--- src/rtl/seg_scan_ctrl.sv ---
// seg_scan_ctrl: six-digit multiplexed 7-segment scanner for the stopwatch.
// The segment bus is active-low (bit 7 = dp, bits 6..0 = g..a). The digit
// commons are active-low, and bit i selects display index i.
// All six digits are latched together once per frame, so a carry that ripples
// through the time counter mid-frame cannot tear the displayed value.
// Optional feature: define LEADING_ZERO_BLANK_EN to blank leading zero minutes.
module seg_scan_ctrl #(
  parameter int unsigned SCAN_DIV = 50000
) (
  input  logic       clk,
  input  logic       rst_n,
  input  logic       disp_en,
  input  logic [3:0] t_ms0,
  input  logic [3:0] t_ms1,
  input  logic [3:0] t_s0,
  input  logic [3:0] t_s1,
  input  logic [3:0] t_m0,
  input  logic [3:0] t_m1,
  output logic [7:0] seg_n,
  output logic [5:0] com_n
);

  typedef enum logic {ST_OFF, ST_SCAN} state_t;

  localparam logic [15:0] TICK_VAL = 16'(SCAN_DIV - 1);

  state_t      state_q, state_d;
  logic [15:0] presc_q, presc_d;
  logic [2:0]  idx_q, idx_d;
  logic [23:0] snap_q, snap_d;
  logic [7:0]  seg_n_q, seg_n_d;
  logic [5:0]  com_n_q, com_n_d;
  logic        tick;
  logic [23:0] live_digits;
  logic [3:0]  cur_digit;
  logic [6:0]  glyph;

  assign live_digits = {t_m1, t_m0, t_s1, t_s0, t_ms1, t_ms0};
  assign tick        = (presc_q == TICK_VAL);

  // Only BCD 0..9 have glyphs. The transient 10 seen during a carry, and any
  // other illegal code, shows as blank.
  function automatic logic [6:0] seg_decode(input logic [3:0] d);
    case (d)
      4'd0:    return 7'h40;
      4'd1:    return 7'h79;
      4'd2:    return 7'h24;
      4'd3:    return 7'h30;
      4'd4:    return 7'h19;
      4'd5:    return 7'h12;
      4'd6:    return 7'h02;
      4'd7:    return 7'h78;
      4'd8:    return 7'h00;
      4'd9:    return 7'h10;
      default: return 7'h7F;
    endcase
  endfunction

  // Prescaler: free-running 0..SCAN_DIV-1. It is independent of disp_en.
  always_comb begin
    presc_d = tick ? 16'd0 : presc_q + 16'd1;
  end

  // Scan FSM: step the digit index on each tick and take a fresh snapshot
  // at the start of every frame.
  always_comb begin
    state_d = state_q;
    idx_d   = idx_q;
    snap_d  = snap_q;
    case (state_q)
      ST_OFF: begin
        if (tick) begin
          state_d = ST_SCAN;
          idx_d   = 3'd0;
          snap_d  = live_digits;
        end
      end
      ST_SCAN: begin
        if (tick) begin
          if (idx_q == 3'd5) begin
            idx_d  = 3'd0;
            snap_d = live_digits;
          end else begin
            idx_d = idx_q + 3'd1;
          end
        end
      end
      default: begin
        state_d = ST_OFF;
        idx_d   = 3'd0;
      end
    endcase
  end

  // Select the snapshot digit for the current scan index.
  always_comb begin
    cur_digit = 4'd0;
    case (idx_q)
      3'd0:    cur_digit = snap_q[3:0];
      3'd1:    cur_digit = snap_q[7:4];
      3'd2:    cur_digit = snap_q[11:8];
      3'd3:    cur_digit = snap_q[15:12];
      3'd4:    cur_digit = snap_q[19:16];
      3'd5:    cur_digit = snap_q[23:20];
      default: cur_digit = 4'd0;
    endcase
  end

  // Glyph for the current digit, with optional leading-zero minute blanking.
  always_comb begin
    glyph = seg_decode(cur_digit);
`ifdef LEADING_ZERO_BLANK_EN
    if (idx_q == 3'd5 && snap_q[23:20] == 4'd0) begin
      glyph = 7'h7F;
    end
    if (idx_q == 3'd4 && snap_q[23:20] == 4'd0 && snap_q[19:16] == 4'd0) begin
      glyph = 7'h7F;
    end
`endif
  end

  // Output drive: dark unless scanning and enabled. The dp separates m.ss.cc
  // at indices 2 and 4, and it stays lit even when the digit is blanked.
  always_comb begin
    seg_n_d = 8'hFF;
    com_n_d = 6'h3F;
    if (state_q == ST_SCAN && disp_en) begin
      com_n_d = ~(6'd1 << idx_q);
      seg_n_d = {~((idx_q == 3'd2) || (idx_q == 3'd4)), glyph};
    end
  end

  // State and output registers. Reset blanks the display immediately.
  always_ff @(posedge clk or negedge rst_n) begin
    if (!rst_n) begin
      state_q <= ST_OFF;
      presc_q <= 16'd0;
      idx_q   <= 3'd0;
      snap_q  <= 24'd0;
      seg_n_q <= 8'hFF;
      com_n_q <= 6'h3F;
    end else begin
      state_q <= state_d;
      presc_q <= presc_d;
      idx_q   <= idx_d;
      snap_q  <= snap_d;
      seg_n_q <= seg_n_d;
      com_n_q <= com_n_d;
    end
  end

  assign seg_n = seg_n_q;
  assign com_n = com_n_q;

endmodule

--- config.mk ---
export PLATFORM = sky130hd
export DESIGN_NAME = seg_scan_ctrl
export DESIGN_NICKNAME = d
export VERILOG_FILES = /design/src/rtl/seg_scan_ctrl.sv
export SDC_FILE = /design/constraint.sdc
export NUM_CORES = 1
export LEC_CHECK = 0
export CAP_MARGIN = 10
export CORE_MARGIN = 4
export CORE_UTILIZATION = 55
export CTS_BUF_LIST = sky130_fd_sc_hd__clkbuf_2 sky130_fd_sc_hd__clkbuf_4 sky130_fd_sc_hd__clkbuf_8
export CTS_CLUSTER_DIAMETER = 80
export DETAILED_ROUTE_END_ITERATION = 8
export PLACE_DENSITY_LB_ADDON = 0.15
export REMOVE_ABC_BUFFERS = 1
export SLEW_MARGIN = 25
export SYNTH_ARGS = -nofsm -noshare
export SYNTH_HDL_FRONTEND = slang
export SYNTH_SLANG_ARGS = --single-unit
--- constraint.sdc ---
create_clock -name clk -period 6.2 [get_ports clk]
set_clock_uncertainty 0.1 [all_clocks]
set_input_delay 1.55 -clock clk [delete_from_list [all_inputs] [get_ports clk]]
set_output_delay 1.55 -clock clk [all_outputs]
set_load 0.05 [all_outputs]
==> results.md <==
- Required arrival time at the worst endpoint: 4.55 ns
- Largest net degree at the start of global routing: 59
- Max-cap check violation count: 0
- Pint: 0.650 mW
- Worst R2R Path Depth: 6
- Register-to-register setup slack: 3.54 ns
- Critical path arrival: 1.64 ns
- Die height: 79.5 µm
- Critical register-to-register path endpoint: seg_n[5]$_DFF_PN1_
- Delay of the slowest cell on the worst path: 0.79 ns
- Library cell contributing the largest single delay on the critical path: sky130_fd_sc_hd__clkdlybuf4s50_1
- Final weighted congestion in routability-driven placement: ~0.8
- Post-synthesis to final-layout area growth: 21.9%
- Synth cell types: 47
- Buffers added on ports: 40
- Detailed-routing iteration count for the pre-antenna-repair pass: 4
- Antenna-violating nets left: 0
- Rel. slew slack: between 40 and 50%
- Cell family with the largest share of critical-path delay: buffers and inverters
- Setup-failing EPs final: 0
- List of most frequent post-synthesis cells: sky130_fd_sc_hd__dfrtp_1 (44), sky130_fd_sc_hd__mux2_4 (21), sky130_fd_sc_hd__nor2_1 (16)
- Post-synthesis async set-or-reset flop share: 100%
- Clock latency on the worst-skew pair: 0.33 ns
- Number of buffer and inverter stages on the critical path: 1
- Number of top-level pins: 41
- Vias after detailed routing: ~1,800
- Type of destination of the critical path: output port
- Setup Fix Bufs, Post-CTS: 0
- Combined area of all synthesized cells: 2810 µm²
- Antenna violations before repair: 0
- Count of pins over their slew limit: 0
- Worst hold stages: 1
- Cells resized by post-CTS repair: 0
- DRC violations left: 0
- Number of synthesis warnings: 0
- Final standard cell area without fillers: around 3400 µm²
- CTS tree: built
- Worst voltage drop across the vdd grid: 0.000197 V
- Switching fraction of total power: 20.7%
- Share of the cycle needed by the critical path after routing: 53.1%
- Largest fanout on the critical path: 1
- Nets: 297
- Top-area cell type share of the netlist area: 39.1%
- Reg power frac: between 40% and 50%
- Congestion Overflow GR: 0
- Status: completed
- Area of the core: 4850 µm²
- Post-Synth Adder-Cell Area: approximately 3.1%
- Type of the setup path with the least slack: reg2out
- Crit start category: flip-flop
- Net switching power figure: 0.170 mW
- Number of cell rows: 25
- Routed length per instance: between 10 and 15 µm
- Clock Root Buffer: sky130_fd_sc_hd__clkbuf_8
- Dominant combinational cell family by area after synthesis: multiplexers
- Synthesized instance count: 222
- Largest area contributor in the synthesized netlist: sky130_fd_sc_hd__dfrtp_1
- Vias per std cell: 5.33
- Peak Freq: 0.304 GHz
- Initial detailed-routing violation count: 113
- Hold crit path type: reg2reg
- Simple-gate portion of the synthesized area: 15.5%
- Total number of H-tree levels: 3
- Min-delay src: presc_q[0]$_DFF_PN0_
- Share of power burned in the clock network: 46.4%
- Critical register-to-register path startpoint: idx_q[2]$_DFFE_PN0P_
- ANT cells: 0
- Max Root-Sink Buffers: 2
- Sequential area share after synthesis: 52.2%
- Synth Flop Type: sky130_fd_sc_hd__dfrtp_1
- Number of buffers inserted during clock tree synthesis: 9
- Endpoint, Worst Hold: presc_q[0]$_DFF_PN0_
- Initial core utilization: about three fifths
- Number of filler instances in the final layout: 356
- Area of the die: 6320 µm²
- Total wire length after detailed routing: 4.96 mm
- Worst path cell trace: clkdlybuf4s50_1
- GRT Total Usage: 17.8%
- Relative contribution of combinational cells to total power: 5.8%
- Fraction of final layout cells with drive strength greater than 1: 24.3%
- Leakage power: 1.51 nW
- Number of enable-type register cells in the synthesized netlist: 0
- Clock transition at the registers of the reported paths: 0.07 ns
- Number of global-route vias before repair: 1,742
- Slew at the pin closest to its max-slew limit: 0.772 ns
- RSZ-0062 raised after global routing: no
- Cell area reported after detailed placement: 3210 µm²
- Power per cell area: 239 nW/µm²
- Share of synthesized area spent on multiplexers: 15.7%
- Clock Sinks: 58
- Wire length of the first global-routing pass: 8.48 mm
- Average size of a mapped cell: 12.7 µm²
- Share of the synthesized area in compound gates (AO/OA/AOI/OAI): 5.65%
- Final HPWL from detailed placement: ~3.4 mm
- Die X: 79.5 µm
- Parity-gate share of the synthesized area counting xor and xnor cells: 4.05%
- Period minus WS final: approximately 3.3 ns
- Final Hold Violating Endpoints: 0
- Top cells by area in the synthesized netlist: sky130_fd_sc_hd__dfrtp_1 (39%), sky130_fd_sc_hd__dfstp_2 (13%), sky130_fd_sc_hd__mux2_4 (11%), sky130_fd_sc_hd__ha_1 (3.1%), sky130_fd_sc_hd__mux2i_1 (2.8%)
- Number of hold-repair buffers added at the cts stage: 0
- Post-synthesis register bit count: 58
- Most common cell in the synthesized netlist: sky130_fd_sc_hd__dfrtp_1
- Sum of negative setup slack: 0 ns
-- cells by family (layout without fill, tap and decap cells) --
family,after synthesis,after routing
buf+inv,16,62
mux,33,33
fa+ha+maj,7,7
xor+xnor,13,13
flops,58,58
simple gates,71,71
compound gates,24,24
-- cell type report --
type	count	area, µm²	area share (%)
Sequential cell	58	1470	42.8
Multi-Input combinational cell	148	1240	36.1
Timing Repair Buffer	41	403	11.8
Clock buffer	10	138	4.01
Tap cell	67	83.8	2.45
Clock inverter	6	80.1	2.34
Inverter	5	18.8	0.547
-- registers in the layout, indices dropped and copies added (netlist names) --
register  cells
com_n         6
idx_q         3
presc_q      16
seg_n         8
snap_q       24
state_q       1
-- power groups by stage --
stage | Combinational [mW] | Clock, mW | Sequential, mW
5_1_grt | 0.0527 | 0.409 | 0.392
4_1_cts | 0.0485 | 0.388 | 0.392
3_3_place_gp | 0.0470 | 0 | 0.398
6_report | 0.0477 | 0.381 | 0.392
2_1_floorplan | 0.0209 | 0 | 0.397
3_5_place_dp | 0.0481 | 0 | 0.398
-- metal layers --
metal / track usage, % / share of wire, % / vias to the layer above
li1: - / - / 865
met1: 24.8 / 48 / 868
met2: 25.9 / 46 / 44
met3: 4.85 / 4.7 / 8
met4: 8.25 / 1.9 / 0
met5: 0 / 0 / -
-- per-stage QoR --
step	util, %	worst slack, ns	cells	hold WS [ns]	total power, mW
after floorplan	-	3.75	211	0.333	0.417
after global placement	66.2	3.15	319	0.348	0.445
after detailed placement	66.2	3.14	319	0.357	0.446
after CTS	70.7	2.88	335	0.366	0.828
after global routing	70.7	2.85	335	0.392	0.855
final	70.7	2.91	335	0.361	0.821
-- layout by cell type, fill, tap and decap left out, types with 5 or more instances in the layout --
cell type	synthesis	routed
sky130_fd_sc_hd__dfstp_2	14	14
sky130_fd_sc_hd__nor2_1	16	16
sky130_fd_sc_hd__clkbuf_8	0	10
sky130_fd_sc_hd__mux2_4	21	21
sky130_fd_sc_hd__dfrtp_1	44	44
sky130_fd_sc_hd__xor2_1	9	9
sky130_fd_sc_hd__ha_1	7	7
sky130_fd_sc_hd__o21ai_0	8	8
sky130_fd_sc_hd__inv_1	5	5
sky130_fd_sc_hd__nand3_1	10	10
sky130_fd_sc_hd__nand2_1	9	9
sky130_fd_sc_hd__clkdlybuf4s50_1	0	39
sky130_fd_sc_hd__mux2i_1	8	8
-- worst max path at each step --
stage	from	endpoint	slack (ns)	cells after the start
after floorplan	disp_en	seg_n[5]$_DFF_PN1_	3.75	3
after global placement	disp_en	seg_n[5]$_DFF_PN1_	3.15	4
after detailed placement	disp_en	seg_n[5]$_DFF_PN1_	3.14	4
after CTS	seg_n[1]$_DFF_PN1_	seg_n[1]	2.88	1
after global routing	seg_n[1]$_DFF_PN1_	seg_n[1]	2.85	1
final	seg_n[1]$_DFF_PN1_	seg_n[1]	2.91	1
(Power assumes the default switching activity.)
